==> src/rtl/serial_paralelo_sync.sv <==
// -----------------------------------------------------------------------------
// serial_paralelo_sync
//
// Per-lane serial-to-parallel receiver with COM-symbol framing. A bit-serial
// stream (MSB first) is deserialised into WIDTH-bit words. Word alignment is
// found by a sliding-window search for the COM symbol; after LOCK_COUNT
// consecutive aligned COMs the lane is declared active and data words are
// presented with a one-cycle valid strobe, while COM words raise an idle strobe.
//
// Optional feature macro: SERPAR_TIMEOUT_EN
//   When defined, a locked lane drops back to the search state after
//   TIMEOUT_WORDS consecutive non-COM words. When undefined, lock persists
//   until reset.
//
// Parameters:
//   WIDTH          word width in bits (>= 2)
//   COM            framing / idle symbol (must not be all zeros)
//   LOCK_COUNT     consecutive aligned COMs required to lock (>= 1)
//   TIMEOUT_WORDS  consecutive non-COM words that drop lock (timeout build only)
//
// Ports:
//   clk_32f    in   bit clock, rising edge
//   reset      in   asynchronous active-high reset
//   data_in    in   serial data bit, sampled every rising edge
//   out_word   out  last received data word (held between data words)
//   valid_out  out  one-cycle strobe, out_word carries a new data word
//   idle_out   out  one-cycle strobe, a COM was received while locked
//   active     out  lane is locked and aligned
// -----------------------------------------------------------------------------
module serial_paralelo_sync #(
   parameter int unsigned       WIDTH         = 8,
   parameter logic [WIDTH-1:0]  COM           = 8'hBC,
   parameter int unsigned       LOCK_COUNT    = 4,
   parameter int unsigned       TIMEOUT_WORDS = 16
) (
   input  logic             clk_32f,
   input  logic             reset,
   input  logic             data_in,
   output logic [WIDTH-1:0] out_word,
   output logic             valid_out,
   output logic             idle_out,
   output logic             active
);

   localparam int unsigned BW = (WIDTH > 2) ? $clog2(WIDTH) : 1;
   localparam int unsigned CW = $clog2(LOCK_COUNT + 1);
   localparam logic [BW-1:0] LAST_BIT = BW'(WIDTH - 1);
   localparam logic [CW-1:0] LOCK_VAL = CW'(LOCK_COUNT);

`ifdef SERPAR_TIMEOUT_EN
   localparam int unsigned TW = $clog2(TIMEOUT_WORDS + 1);
   localparam logic [TW-1:0] TIMEOUT_VAL = TW'(TIMEOUT_WORDS);
`endif

   // Reject parameter sets the datapath cannot represent.
   if ((WIDTH < 32'd2) || (LOCK_COUNT < 32'd1) || (TIMEOUT_WORDS < 32'd1)) begin : g_param_check
      $error("serial_paralelo_sync: WIDTH>=2, LOCK_COUNT>=1, TIMEOUT_WORDS>=1 required");
   end

   typedef enum logic [1:0] {
      SEARCH = 2'd0,
      ALIGN  = 2'd1,
      LOCKED = 2'd2
   } state_t;

   state_t            state_r;
   // Only the WIDTH-1 most recent bits are stored: the last bit of every
   // candidate word comes straight from data_in on the evaluating edge.
   logic [WIDTH-2:0]  sr_r;
   logic [BW-1:0]     bit_cnt_r;
   logic [CW-1:0]     com_cnt_r;
`ifdef SERPAR_TIMEOUT_EN
   logic [TW-1:0]     to_cnt_r;
`endif

   logic [WIDTH-1:0]  word_s;
   logic              boundary_s;
   logic              is_com_s;

   // Symbol comparator kept as a helper so the framing test lives in one place.
   function automatic logic com_match(input logic [WIDTH-1:0] w);
      return (w == COM);
   endfunction

   // Candidate word, word-boundary flag and COM detection for this edge.
   always_comb begin
      word_s     = {sr_r, data_in};
      boundary_s = (bit_cnt_r == LAST_BIT);
      is_com_s   = com_match(word_s);
   end

   // Alignment FSM, shift register, counters and registered outputs.
   always_ff @(posedge clk_32f or posedge reset) begin
      if (reset) begin
         state_r   <= SEARCH;
         sr_r      <= '0;
         bit_cnt_r <= '0;
         com_cnt_r <= '0;
`ifdef SERPAR_TIMEOUT_EN
         to_cnt_r  <= '0;
`endif
         out_word  <= '0;
         valid_out <= 1'b0;
         idle_out  <= 1'b0;
         active    <= 1'b0;
      end else begin
         sr_r      <= word_s[WIDTH-2:0];
         valid_out <= 1'b0;
         idle_out  <= 1'b0;

         if (boundary_s) begin
            bit_cnt_r <= '0;
         end else begin
            bit_cnt_r <= bit_cnt_r + BW'(1);
         end

`ifdef SERPAR_TIMEOUT_EN
         // The non-COM run only means something while locked.
         if (state_r != LOCKED) begin
            to_cnt_r <= '0;
         end else begin
            to_cnt_r <= to_cnt_r;
         end
`endif

         case (state_r)
            SEARCH: begin
               // Sliding window: every edge is a potential word end.
               if (is_com_s) begin
                  bit_cnt_r <= '0;
                  com_cnt_r <= CW'(1);
                  if (LOCK_COUNT == 32'd1) begin
                     state_r <= LOCKED;
                     active  <= 1'b1;
                  end else begin
                     state_r <= ALIGN;
                     active  <= 1'b0;
                  end
               end else begin
                  com_cnt_r <= '0;
                  active    <= 1'b0;
               end
            end

            ALIGN: begin
               // Only whole words on the acquired boundary are examined;
               // a single mismatch abandons the candidate alignment.
               if (boundary_s) begin
                  if (is_com_s) begin
                     if ((com_cnt_r + CW'(1)) == LOCK_VAL) begin
                        com_cnt_r <= LOCK_VAL;
                        state_r   <= LOCKED;
                        active    <= 1'b1;
                     end else begin
                        com_cnt_r <= com_cnt_r + CW'(1);
                     end
                  end else begin
                     com_cnt_r <= '0;
                     state_r   <= SEARCH;
                  end
               end else begin
                  com_cnt_r <= com_cnt_r;
               end
            end

            LOCKED: begin
               if (boundary_s) begin
                  if (is_com_s) begin
                     // COM words are idles and never surface as data.
                     idle_out <= 1'b1;
`ifdef SERPAR_TIMEOUT_EN
                     to_cnt_r <= '0;
`endif
                  end else begin
                     out_word  <= word_s;
                     valid_out <= 1'b1;
`ifdef SERPAR_TIMEOUT_EN
                     // The word that completes the run is still delivered;
                     // lock is dropped on the same edge.
                     if ((to_cnt_r + TW'(1)) >= TIMEOUT_VAL) begin
                        to_cnt_r  <= '0;
                        com_cnt_r <= '0;
                        state_r   <= SEARCH;
                        active    <= 1'b0;
                     end else begin
                        to_cnt_r  <= to_cnt_r + TW'(1);
                     end
`endif
                  end
               end else begin
                  active <= 1'b1;
               end
            end

            default: begin
               state_r   <= SEARCH;
               com_cnt_r <= '0;
               active    <= 1'b0;
            end
         endcase
      end
   end

endmodule

==> config.mk <==
export PLATFORM = sky130hd
export DESIGN_NAME = serial_paralelo_sync
export DESIGN_NICKNAME = d
export VERILOG_FILES = /design/src/rtl/serial_paralelo_sync.sv
export SDC_FILE = /design/constraint.sdc
export NUM_CORES = 1
export LEC_CHECK = 0
export CORE_MARGIN = 4
export CORE_UTILIZATION = 40
export CTS_CLUSTER_DIAMETER = 30
export DETAILED_ROUTE_END_ITERATION = 6
export GPL_TIMING_DRIVEN = 0
export PLACE_DENSITY = 0.64
export REMOVE_ABC_BUFFERS = 1
export SLEW_MARGIN = 5
export SYNTH_ARGS = -nofsm -noshare
export SYNTH_HDL_FRONTEND = slang
export SYNTH_SLANG_ARGS = --single-unit
==> constraint.sdc <==
create_clock -name clk_32f -period 2.4 [get_ports clk_32f]
set_input_delay 0.72 -clock clk_32f [delete_from_list [all_inputs] [get_ports clk_32f]]
set_output_delay 0.72 -clock clk_32f [all_outputs]
set_load 0.02 [all_outputs]
==> reports/qor.yml <==
drive_gt1_frac: 0.175
drc: 0
gp_congestion: 0.680
die_w_um: 61.1
max_slew_margin: 0.361
peakVddDrop_v: 0.000404
fp.dieArea_mm2: 0.00374
vias: 683
p_leak_nw: 0.606
crit_path_end: "state_r[0]"
finalMaxSlewViolations: 0
synth_cell_types: 27
start_util: 0.413
grt_max_degree: 27
cts_hold_buf: 0
power_density_mw_per_mm2: 705
wl_per_cell_um: 14.2
gr-total-overflow: 0
fin_nets: 110
worstSetupStartpointType: "input port"
post_cts_buffers: 0
fin_area_mm2: 0.00132
totalWireLength_mm: 1.82
rsz0062_at_grt: "false"
yosysMostFrequentCell: "dfrtp_1"
synth-seq-cells: 26
synth_largest_area_cell: "dfrtp_1"
antenna_found_initial: 0
core.rowCount: 19
hold_path_class: "flip-flop to flip-flop"
internal_power_mw: 0.653
p_clk_frac: 0.191
cts_sinks: 26
cts_resized: 0
avgSynthCellArea_um2: 13.9
critPathKind: "input port to flip-flop"
ys_seq_area_frac: 0.576
die_height_um: 61.1
drt.antenna.violating_nets: 0
critPathLaunch: "data_in"
dpl-instance-area_mm2: 0.00130
clk-insertion-delay-late_ns: 0.31
dr.pass1.iters: 4
whs_ns: 0.419
fillers: 243
cts-htree-levels: 1
r2r-end: "out_word[6]"
clk_pin_slew_ns: 0.12
critPathRequiredTime_ns: 2.60
clk_path_buf_depth: 2
status: "finished clean"
maxCapViolCount: 0
yosysWarnings: 0
r2r_setup_slack_ns: 0.59
fin_crit_ns: 2.07
combPwrFrac: 0.267
grtUsageTotal: 0.117
cp-end-kind: "flip-flop"
n_antenna_cell: 0
finalClockSkew_ns: 0.0113
finalHoldViolCount: 0
ff2ff_path_depth: 5
core_area_mm2: 0.00273
cts_tree: "yes"
finalSetupViolCount: 0
cts-buffers-inserted: 3
synthTopCellsByArea: "dfrtp_1, ha_1, mux2_2"
drt_iter0_drc: 11
crit_path_max_fanout: 4
synth_top_area_share: 0.576
total_power_mw: 0.931
ios: 14
syn_inst: 81
dp_hpwl_mm: 1.35
cts_root_buffer: "clkbuf_4"
synthTopCellsByCount: "dfrtp_1, ha_1, mux2_2"
grt_pass1_vias: 745
r2r_start: "state_r[0]"
synth-edff-count: 0
syn_to_final_growth_pct: 16.9
synthFlopType: "dfrtp_1"
worstMarginPinSlew_ns: 0.957
vias_per_cell: 5.34
async_flop_share: 1.00
grt_pass1_wl_mm: 3.25
timing.fmax_mhz: 483
arrival_ns: 2.27
fin_crit_sh: 0.863
p_sw_frac: 0.299
power_frac_seq: 0.542
switching_power_mw: 0.278
synth_area_mm2: 0.00113
numPortBuffers: 13
power groups by stage:
stage | Clock, mW | Combinational, mW | Sequential (mW)
3_3_place_gp | 0 | 0.240 | 0.513
3_5_place_dp | 0 | 0.250 | 0.515
6_report | 0.178 | 0.248 | 0.505
5_1_grt | 0.201 | 0.279 | 0.510
2_1_floorplan | 0 | 0.172 | 0.522
4_1_cts | 0.184 | 0.252 | 0.507
critical path, cell delays in order:
cell and delay, ns:
clkdlybuf4s50_1 0.43, nand4b_4 0.20, or2_1 0.29, o311ai_2 0.29
mux2_1 0.35
logic make-up (layout without fill, tap and decap cells):
family                     count (synthesis)  after routing  synth area share
DFF                                       26             26             0.576
adders and majority gates                  8              8            0.0886
muxes                                     10             10            0.0997
xor gates and xnor gates                   1              1           0.00775
buffers and inverters                      6             22            0.0199
and+or+nand+nor                           13             13            0.0964
AOI/OAI and AO/OA                         17             17             0.112
how the worst min path moves through the flow:
stage	to	startpoint	depth (start not counted)	slack [ns]
2_1_floorplan	sr_r[1]	sr_r[0]	0	0.37
3_3_place_gp	sr_r[6]	sr_r[5]	0	0.39
3_5_place_dp	sr_r[6]	sr_r[5]	0	0.40
4_1_cts	sr_r[6]	sr_r[5]	0	0.43
5_1_grt	sr_r[6]	sr_r[5]	0	0.44
6_report	sr_r[6]	sr_r[5]	0	0.42
per-layer routing:
layer  GRT usage  share of wire
met4      0.0464          0.010
met5           0              0
met2       0.187           0.49
met3      0.0189          0.027
met1       0.158           0.47
sequential cells by signal (all words and copies together) (netlist names):
name	cells
valid_out	1
state_r	2
out_word	8
com_cnt_r	3
idle_out	1
bit_cnt_r	3
sr_r	7
active	1
cells in the final DEF, fill, tap and decap left out, drive strengths merged, types with 2 or more instances in the layout:
master          n
inv             6
mux2           10
nand2           4
clkbuf          3
clkdlybuf4s50  13
o21ai           3
dfrtp          26
ha              8
o2bb2ai         2
a21boi          2
a21oi           4
nor2            3
layout make-up:
class	instances	area, um^2	area share
inverters	6	22.5	0.0170
flip-flops and latches	26	651	0.492
well taps	31	38.8	0.0294
clock buffers	3	22.5	0.0170
repair buffers	13	130	0.0985
multi-input cells	49	457	0.346
through the flow:
stage | setup slack [ns] | util | setup TNS, ns | cells
floorplan | 0.535 | - | 0 | 81
global placement | -0.0100 | 0.475 | -0.0100 | 125
CTS | 0.328 | 0.483 | 0 | 128
finish | 0.328 | 0.483 | 0 | 128
global route | 0.262 | 0.483 | 0 | 128
detailed placement | -0.0150 | 0.475 | -0.0150 | 125
(Power assumes the default switching activity.)
